**config.mk**
```make
export PLATFORM = sky130hd
export DESIGN_NAME = hazard_stall_ctrl
export DESIGN_NICKNAME = d
export VERILOG_FILES = /design/src/rtl/mips_pkg.sv /design/src/rtl/hazard_stall_ctrl_fwd_unit.sv /design/src/rtl/hazard_stall_ctrl.sv
export SDC_FILE = /design/constraint.sdc
export NUM_CORES = 1
export LEC_CHECK = 0
export ABC_CLOCK_PERIOD_IN_PS = 2100
export CAP_MARGIN = 10
export CORE_ASPECT_RATIO = 1.4
export CORE_MARGIN = 1.5
export CORE_UTILIZATION = 42
export CTS_CLUSTER_SIZE = 25
export DETAILED_ROUTE_END_ITERATION = 8
export GPL_TIMING_DRIVEN = 0
export PLACE_DENSITY = 0.79
export SLEW_MARGIN = 25
export SYNTH_ARGS = -nofsm -noshare
export SYNTH_HDL_FRONTEND = slang
export SYNTH_SLANG_ARGS = --single-unit
```
**constraint.sdc**
```tcl
create_clock -name clk -period 2.1 [get_ports clk]
set_clock_uncertainty 0.15 [all_clocks]
set_input_delay 0.42 -clock clk [delete_from_list [all_inputs] [get_ports clk]]
set_output_delay 0.42 -clock clk [all_outputs]
set_load 0.02 [all_outputs]
```
**src/rtl/mips_pkg.sv**
```systemverilog
// Shared types and constants for the MIPS pipeline hazard/stall control.
package mips_pkg;

  localparam int unsigned REG_ADDR_W = 5;

  typedef enum logic [1:0] {
    RUN  = 2'd0,
    WAIT = 2'd1,
    ERR  = 2'd2
  } state_e;

  localparam logic [1:0] FWD_RF = 2'b00;
  localparam logic [1:0] FWD_W  = 2'b01;
  localparam logic [1:0] FWD_M  = 2'b10;

endpackage

```
**src/rtl/hazard_stall_ctrl_fwd_unit.sv**
```systemverilog
// Combinational forwarding compare for the Decode and Execute stages.
module fwd_unit #(
  parameter int unsigned REG_ADDR_W = 5
) (
  input  logic [REG_ADDR_W-1:0] Rs_D,
  input  logic [REG_ADDR_W-1:0] Rt_D,
  input  logic [REG_ADDR_W-1:0] Rs_E,
  input  logic [REG_ADDR_W-1:0] Rt_E,
  input  logic [REG_ADDR_W-1:0] WriteReg_M,
  input  logic [REG_ADDR_W-1:0] WriteReg_W,
  input  logic                  RegWrite_M,
  input  logic                  RegWrite_W,
  output logic [1:0]            ForwardAE,
  output logic [1:0]            ForwardBE,
  output logic                  ForwardAD,
  output logic                  ForwardBD
);
  import mips_pkg::*;

  logic m_live, w_live;

  // Register 0 is hard-wired, so it never counts as a live destination.
  assign m_live = RegWrite_M && (WriteReg_M != '0);
  assign w_live = RegWrite_W && (WriteReg_W != '0);

  always_comb begin
    ForwardAE = FWD_RF;
    if (m_live && (WriteReg_M == Rs_E))      ForwardAE = FWD_M;
    else if (w_live && (WriteReg_W == Rs_E)) ForwardAE = FWD_W;

    ForwardBE = FWD_RF;
    if (m_live && (WriteReg_M == Rt_E))      ForwardBE = FWD_M;
    else if (w_live && (WriteReg_W == Rt_E)) ForwardBE = FWD_W;
  end

  assign ForwardAD = m_live && (WriteReg_M == Rs_D);
  assign ForwardBD = m_live && (WriteReg_M == Rt_D);

endmodule

```
**src/rtl/hazard_stall_ctrl.sv**
```systemverilog
// Hazard/stall controller: forwarding, load-use and branch stalls, and the
// data-memory wait FSM with timeout and a saturating stall-cycle counter.
module hazard_stall_ctrl #(
  parameter int unsigned REG_ADDR_W = 5,
  parameter int unsigned TIMEOUT    = 255,
  parameter int unsigned CNT_W      = 16
) (
  input  logic                  clk,
  input  logic                  rst,
  input  logic [REG_ADDR_W-1:0] Rs_D,
  input  logic [REG_ADDR_W-1:0] Rt_D,
  input  logic [REG_ADDR_W-1:0] Rs_E,
  input  logic [REG_ADDR_W-1:0] Rt_E,
  input  logic [REG_ADDR_W-1:0] WriteReg_E,
  input  logic [REG_ADDR_W-1:0] WriteReg_M,
  input  logic [REG_ADDR_W-1:0] WriteReg_W,
  input  logic                  RegWrite_E,
  input  logic                  RegWrite_M,
  input  logic                  RegWrite_W,
  input  logic                  MemtoReg_E,
  input  logic                  MemtoReg_M,
  input  logic                  Branch_D,
  input  logic                  PCSrc_D,
  input  logic                  MemAccess_M,
  input  logic                  dmem_ready,
  output logic [1:0]            ForwardAE,
  output logic [1:0]            ForwardBE,
  output logic                  ForwardAD,
  output logic                  ForwardBD,
  output logic                  StallF,
  output logic                  StallD,
  output logic                  StallE,
  output logic                  StallM,
  output logic                  FlushD,
  output logic                  FlushE,
  output logic                  FlushW,
  output logic                  dmem_req,
  output logic                  mem_err,
  output logic [CNT_W-1:0]      stall_cnt
);
  import mips_pkg::*;

  localparam logic [15:0] TMO_LAST = 16'(TIMEOUT - 1);

  state_e           state_q, state_d;
  logic [15:0]      wcnt_q, wcnt_d;
  logic [CNT_W-1:0] stall_cnt_q, stall_cnt_d;
  logic             mem_err_q;

  logic [1:0] fae, fbe;
  logic       fad, fbd;
  logic       lwstall, brstall, hazard, freeze;

  fwd_unit #(.REG_ADDR_W(REG_ADDR_W)) u_fwd (
    .Rs_D       (Rs_D),
    .Rt_D       (Rt_D),
    .Rs_E       (Rs_E),
    .Rt_E       (Rt_E),
    .WriteReg_M (WriteReg_M),
    .WriteReg_W (WriteReg_W),
    .RegWrite_M (RegWrite_M),
    .RegWrite_W (RegWrite_W),
    .ForwardAE  (fae),
    .ForwardBE  (fbe),
    .ForwardAD  (fad),
    .ForwardBD  (fbd)
  );

  assign lwstall = MemtoReg_E && ((WriteReg_E == Rs_D) || (WriteReg_E == Rt_D));
  assign brstall = Branch_D &&
                   ((RegWrite_E && ((WriteReg_E == Rs_D) || (WriteReg_E == Rt_D))) ||
                    (MemtoReg_M && ((WriteReg_M == Rs_D) || (WriteReg_M == Rt_D))));
  assign hazard  = lwstall || brstall;

  always_ff @(posedge clk) begin
    if (rst) begin
      state_q     <= RUN;
      wcnt_q      <= '0;
      stall_cnt_q <= '0;
      mem_err_q   <= 1'b0;
    end else begin
      state_q     <= state_d;
      wcnt_q      <= wcnt_d;
      stall_cnt_q <= stall_cnt_d;
      mem_err_q   <= (state_d == ERR);
    end
  end

  always_comb begin
    state_d = state_q;
    wcnt_d  = wcnt_q;
    case (state_q)
      RUN: begin
        wcnt_d = '0;
        if (MemAccess_M && !dmem_ready) state_d = WAIT;
      end
      WAIT: begin
        // Ready takes priority over a timeout landing in the same cycle.
        if (dmem_ready) begin
          state_d = RUN;
          wcnt_d  = '0;
        end else if (wcnt_q == TMO_LAST) begin
          state_d = ERR;
        end else begin
          wcnt_d = wcnt_q + 16'd1;
        end
      end
      ERR:     state_d = ERR;
      default: state_d = RUN;
    endcase
  end

  always_comb begin
    freeze   = 1'b0;
    dmem_req = 1'b0;
    case (state_q)
      RUN: begin
        dmem_req = MemAccess_M;
        freeze   = MemAccess_M && !dmem_ready;
      end
      WAIT: begin
        dmem_req = 1'b1;
        freeze   = !dmem_ready;
      end
      ERR:     freeze = 1'b1;
      default: freeze = 1'b0;
    endcase

    if (freeze) begin
      StallF = 1'b1;
      StallD = 1'b1;
      StallE = 1'b1;
      StallM = 1'b1;
      FlushD = 1'b0;
      FlushE = 1'b0;
      FlushW = 1'b1;
    end else begin
      StallF = hazard;
      StallD = hazard;
      StallE = 1'b0;
      StallM = 1'b0;
      FlushD = PCSrc_D && !hazard;
      FlushE = hazard;
      FlushW = 1'b0;
    end
    ForwardAE = fae;
    ForwardBE = fbe;
    ForwardAD = fad;
    ForwardBD = fbd;

    if (rst) begin
      StallF    = 1'b0;
      StallD    = 1'b0;
      StallE    = 1'b0;
      StallM    = 1'b0;
      FlushD    = 1'b0;
      FlushE    = 1'b0;
      FlushW    = 1'b0;
      dmem_req  = 1'b0;
      ForwardAE = FWD_RF;
      ForwardBE = FWD_RF;
      ForwardAD = 1'b0;
      ForwardBD = 1'b0;
    end
  end

  always_comb begin
    stall_cnt_d = stall_cnt_q;
    if (StallF && (stall_cnt_q != '1)) stall_cnt_d = stall_cnt_q + 1'b1;
  end

  assign stall_cnt = stall_cnt_q;
  assign mem_err   = mem_err_q;

endmodule

```
==> flow_summary.json, run 1 <==
{
  "worst_pin_slew_ps": 591,
  "start_kind": "input pin",
  "ios": 77,
  "fmax_mhz": 404,
  "critPathSlowestCell": "nor4_4",
  "finalSetupViolCount": 21,
  "first_pass_iters": 4,
  "synthArstFlopShare_pct": 0,
  "grt_use_met1_pct": 25.1,
  "power_density_nw_per_um2": 461,
  "cp_common_cell": "buf_4",
  "run_status": "finished, violations left",
  "syn-instance-count": 297,
  "postLayoutCellArea_um2": 3860,
  "stdcell_count": 465,
  "crit_chain": "buf_6 > xor2_1 > nor4_4 > buf_4 > a22oi_2 > a211oi_2 > buf_4",
  "nets": 445,
  "routed_wl_um": 7960,
  "routabilityCongestion": 0.816,
  "rr_worst_depth": 6,
  "multi_input_area_um2": 1960,
  "synth_edf_count": 0,
  "dp_cells": 435,
  "postPlaceCellArea_um2": 3230,
  "hold_buffers": 0,
  "syn_area_um2": 2370,
  "cp_data_required_time_ps": 1530,
  "wire_per_inst_um": 17.1,
  "regToRegStartpoint": "stall_cnt[7]",
  "drt_iter0_drc": 150,
  "cts_tree": "done",
  "antenna_left": 0,
  "design.core.area_um2": 5490,
  "cellLeakagePower_nw": 1.42,
  "grt_pass1_vias": 2615,
  "overflow": 0,
  "cts_root_buffer": "clkbuf_8",
  "end_kind": "primary output",
  "ys_ff_latch": 35,
  "hold_path.class": "in2reg",
  "via_per_inst": 5.65,
  "yosysSeqAreaShare_pct": 29.5,
  "period_minus_slack_ps": 2480,
  "dp_slack_ps": -1190,
  "cts.sink_count": 35,
  "yosysMostFrequentCell": "xor2_1",
  "synth_top_cell_area_share_pct": 29.5,
  "slew_headroom_pct": 60.6,
  "die_w_um": 66.5,
  "whs_ps": 274,
  "cpPeakStageDelay_ps": 390,
  "yosys-top-cells-count": "xor2_1, dfxtp_1, nor2_1",
  "seq_area_um2": 713,
  "dieHeight_um": 91.9,
  "fin_crit_sh_pct": 118,
  "clk_path_buf_depth": 2,
  "crit_fanout": 2,
  "via_count": 2628,
  "dp_hpwl_um": 5060,
  "setup_ws_ps": -378,
  "violations": "negative setup slack",
  "ir_drop_uv": 434,
  "io_buffers": 70,
  "use_met3_pct": 5.40,
  "yosysWarnings": 0,
  "htree_num_levels": 2,
  "maxSlewViolCount": 0,
  "drive_gt1_share_pct": 36.8,
  "crit_end": "FlushE",
  "rrSetupSlack_ps": 20,
  "clkLatencyLatePin_ps": 290,
  "critPathArrivalTime_ps": 1910,
  "synth_flop_cell": "dfxtp_1",
  "synth_area_leaders": "dfxtp_1, xor2_1, a21oi_1",
  "hold_viol": 0,
  "grt_pass1_wl_um": 11500,
  "fp-row-count": 32,
  "numCtsBuffers": 5,
  "grt_max_degree": 12,
  "synth_cell_types": 42,
  "clkTransAtPathRegs_ps": 80,
  "drc": 0,
  "avgSynthCellArea_um2": 7.99,
  "yosysTopAreaCell": "dfxtp_1",
  "diodes": 0,
  "dieArea_um2": 6110,
  "rsz0062_at_grt": "yes",
  "r2r-end": "stall_cnt[15]",
  "crit_start": "Rt_D[0]",
  "nFillCells": 410,
  "areaGrowthSynthToFinish_pct": 62.7,
  "initial_core_util_pct": 43.2,
  "grt_use_met2_pct": 44.8,
  "grt_usage_pct": 23.7,
  "grt.busiest_layer": "met2",
  "synth_fp_nets": 346,
  "path_class": "in2out",
  "antenna_found_initial": 0,
  "max-cap-violations": 0
}
[registers in the layout (all words and copies together) (netlist names)]
register and count:
stall_cnt 16, wcnt_q 16, state_q 2, mem_err 1
[where the power goes]
group	switching (W)	total [W]	internal [W]
Clock	0.000260	0.000645	0.000384
Sequential	0.00000928	0.000677	0.000668
Combinational	0.000234	0.000456	0.000222
Total	0.000503	0.00178	0.00127
[what timing repair did]
item | CTS | global route
setup buffers | 19 | 3
pin swaps | 45 | 22
endpoints found under the setup margin | 34 | 36
cloned | 0 | 1
resized for setup | 214 | 72
[layer usage]
layer	share of wire, %	vias up	routed length, um
met4	3.2	0	251
met5	0	-	0
met1	35	1261	2820
met3	4.3	27	342
li1	-	1259	-
met2	57	81	4550
[cells in the final DEF, fill, tap and decap left out, types with 7 or more instances in the layout]
master           synthesis  routed
buf_6                    1      25
buf_2                    6      16
xnor2_1                 12      12
clkdlybuf4s50_1          0      23
dlygate4sd2_1            0       9
nand3_1                 18      18
xor2_1                  37      29
o21ai_0                 18      12
nand2_1                 13      11
xor2_2                   0       7
a21oi_1                 23      16
nor2_1                  25      22
buf_4                    3      24
dfxtp_1                 35      31
[worst min path at each step]
stage / cells after the start / slack [ps] / end / startpoint
6_report: 3 / 270 / state_q[0] / dmem_ready
5_1_grt: 3 / 300 / state_q[0] / dmem_ready
4_1_cts: 3 / 340 / state_q[0] / dmem_ready
3_5_place_dp: 2 / 340 / stall_cnt[8] / stall_cnt[8]
3_3_place_gp: 2 / 320 / wcnt_q[15] / wcnt_q[15]
2_1_floorplan: 2 / 310 / wcnt_q[15] / wcnt_q[15]
[cell type report]
class	count	area share, %
inverters	6	0.713
flip-flops and latches	35	18.5
clock buffers	6	2.14
plain buffers	16	3.83
well taps	68	2.20
repair buffers	93	21.0
clock inverters	2	0.908
multi-input cells	239	50.7
[logic make-up (layout without fill, tap and decap cells)]
group | count (synthesis) | after routing | share of synthesized area [%]
xor gates and xnor gates | 49 | 49 | 18.1
AOI/OAI and AO/OA | 61 | 61 | 15.4
muxes | 2 | 2 | 0.844
DFF | 35 | 35 | 29.5
buffers and inverters | 23 | 123 | 4.75
adders and majority gates | 3 | 3 | 1.58
and+or+nand+nor | 124 | 124 | 29.8
[stage by stage]
step / total power [W] / setup TNS, ps / utilization, %
3_3_place_gp: 0.00102 / -20640 / 58.8
6_report: 0.00178 / -2420 / 70.3
2_1_floorplan: 0.000873 / -231 / -
3_5_place_dp: 0.00103 / -21840 / 58.8
5_1_grt: 0.00184 / -3270 / 70.3
4_1_cts: 0.00170 / -1200 / 64.6
[worst max-delay path, delay by kind of cell]
| kind | cells | cell delay, ps |
|---|---|---|
| AOI/OAI and AO/OA | 2 | 420 |
| buffers and inverters | 3 | 490 |
| xor gates and xnor gates | 1 | 190 |
| and+or+nand+nor | 1 | 390 |
No activity file was read; power rests on OpenSTA's default activity.
==> inputs of run 2 (changes only) <==
--- a/config.mk
+++ b/config.mk
@@ -5,15 +5,15 @@
 export SDC_FILE = /design/constraint.sdc
 export NUM_CORES = 1
 export LEC_CHECK = 0
-export ABC_CLOCK_PERIOD_IN_PS = 2100
 export CAP_MARGIN = 10
 export CORE_ASPECT_RATIO = 1.4
 export CORE_MARGIN = 1.5
-export CORE_UTILIZATION = 42
+export CORE_UTILIZATION = 40
 export CTS_CLUSTER_SIZE = 25
 export DETAILED_ROUTE_END_ITERATION = 8
 export GPL_TIMING_DRIVEN = 0
-export PLACE_DENSITY = 0.79
+export PLACE_DENSITY = 0.76
+export REMOVE_ABC_BUFFERS = 1
 export SLEW_MARGIN = 25
 export SYNTH_ARGS = -nofsm -noshare
 export SYNTH_HDL_FRONTEND = slang
==> flow_summary.json, run 2 (synthesized netlist as in run 1, its figures left out) <==
{
  "run_status": "finished, violations left",
  "violations": "negative setup slack",
  "overflow": 0,
  "via_per_inst": 5.68,
  "grt_pass1_wl_um": 11200,
  "drt_iter0_drc": 88,
  "clk_path_buf_depth": 2,
  "cts_tree": "done",
  "ir_drop_uv": 208,
  "power_density_nw_per_um2": 461,
  "grt.busiest_layer": "met2",
  "min_to": "wcnt_q[0]",
  "initial_core_util_pct": 41.0,
  "diodes": 0,
  "critPathArrivalTime_ps": 1770,
  "rsz0062_at_grt": "yes",
  "drc": 0,
  "io_buffers": 76,
  "multi_input_area_um2": 1960,
  "rrSetupSlack_ps": -110,
  "crit_fanout": 7,
  "grt_use_met1_pct": 22.3,
  "cts.sink_count": 35,
  "cts_root_buffer": "clkbuf_8",
  "antenna_left": 0,
  "slew_headroom_pct": 67.8,
  "wire_per_inst_um": 16.5,
  "htree_num_levels": 2,
  "r2r-end": "stall_cnt[15]",
  "seq_area_um2": 712,
  "final_cell_mix": "dfxtp_1, xor2_1, clkdlybuf4s50_1",
  "critPathSlowestCell": "dfxtp_4",
  "drive_gt1_share_pct": 34.6,
  "holdCritStartpoint": "wcnt_q[0]",
  "ios": 77,
  "crit_chain": "o21bai_4 > mux2i_4 > a221oi_4 > nand2_2 > nor3b_2 > buf_4",
  "clkLatencyLatePin_ps": 300,
  "path_class": "reg2out",
  "routabilityCongestion": 0.826,
  "nFillCells": 464,
  "first_pass_iters": 6,
  "fp-row-count": 33,
  "routed_wl_um": 7660,
  "nets": 441,
  "dp_hpwl_um": 4810,
  "grt_pass1_vias": 2572,
  "dieHeight_um": 94.1,
  "max-cap-violations": 0,
  "use_met3_pct": 6.35,
  "numCtsBuffers": 5,
  "start_kind": "register",
  "via_count": 2632,
  "die_w_um": 68.1,
  "cellLeakagePower_nw": 1.40,
  "grt_use_met2_pct": 42.5,
  "cpPeakStageDelay_ps": 380,
  "antenna_found_initial": 0,
  "finalPower_w": 0.00177,
  "fin_crit_sh_pct": 112,
  "worst_pin_slew_ps": 483,
  "final_common_cell": "dfxtp_1",
  "end_kind": "primary output",
  "period_minus_slack_ps": 2340,
  "maxSlewViolCount": 0,
  "finalSetupViolCount": 20,
  "clkTransAtPathRegs_ps": 70,
  "grt_max_degree": 35,
  "grt_usage_pct": 23.1,
  "regToRegStartpoint": "stall_cnt[0]",
  "setup_ws_ps": -243,
  "hold_path.class": "reg2reg",
  "rr_worst_depth": 6,
  "cp_top_family": "compound AO/OA/AOI/OAI gates",
  "cp_data_required_time_ps": 1530,
  "fmax_mhz": 427,
  "cp_num_buf_inv": 1,
  "holdPathStages": 1,
  "fin_tns_setup_ps": -2650,
  "dieArea_um2": 6410,
  "hold_viol": 0,
  "design.core.area_um2": 5780,
  "hold_buffers": 0,
  "areaGrowthSynthToFinish_pct": 61.8
}
run 2: cell count changes in the layout (fill, tap and decap cells not counted), moves of 4 or more:
cell      delta
buf_6        -5
or3_1        +5
or3_4        -5
clkbuf_1     -4
xor2_1       -4
run 2: through the flow:
| stage | area [um^2] | cells | hold WS [ps] | util [%] | setup slack, ps |
|---|---|---|---|---|---|
| 2_1_floorplan | 2280 | 280 | 302 | - | -232 |
| 6_report | 3840 | 463 | 336 | 66.4 | -243 |
| 3_3_place_gp | 3130 | 426 | 331 | 54.2 | -1550 |
| 5_1_grt | 3840 | 463 | 351 | 66.4 | -319 |
| 3_5_place_dp | 3130 | 426 | 344 | 54.1 | -1420 |
| 4_1_cts | 3600 | 459 | 356 | 62.3 | -248 |
run 2: layout make-up:
cell class	count	share of cell area (%)
Multi-Input combinational cell	240	51.1
Inverter	6	0.587
Tap cell	70	2.28
Clock inverter	2	0.913
Sequential cell	35	18.6
Timing Repair Buffer	104	24.5
Clock buffer	6	2.15
run 2: routing by layer:
metal	routed length [um]	share of wire (%)
met5	0	0
met4	201	2.6
met3	492	6.4
met2	4190	55
met1	2780	36
run 2: repair_timing:
action | 4_1_cts | 5_1_grt
cloned | 1 | 0
setup buffers | 31 | 8
resized for setup | 241 | 60
setup endpoints to repair | 42 | 41
pin swaps | 50 | 27
run 2: worst reg2reg max path, cell delays in order (launching register included):
cell     delay [ps]
dfxtp_1         350
ha_1            250
and3_1          280
nand4_1         200
a21bo_4         290
or4_1           490
a21oi_1         130
run 2: how the worst max path moves through the flow:
stage,from,end,depth (start not counted)
global route,state_q[0],FlushD,6
finish,state_q[0],FlushD,6
detailed placement,WriteReg_M[0],ForwardAE[0],7
global placement,rst,ForwardAE[0],6
CTS,WriteReg_M[4],ForwardAE[0],7
floorplan,WriteReg_E[0],StallD,5
run 2: power by group:
group	total, W	leakage (nW)	switching (W)	internal, W
clock	0.000649	0.0612	0.000264	0.000384
sequential	0.000677	0.285	0.00000963	0.000667
combinational	0.000442	1.06	0.000225	0.000217
total	0.00177	1.40	0.000499	0.00127
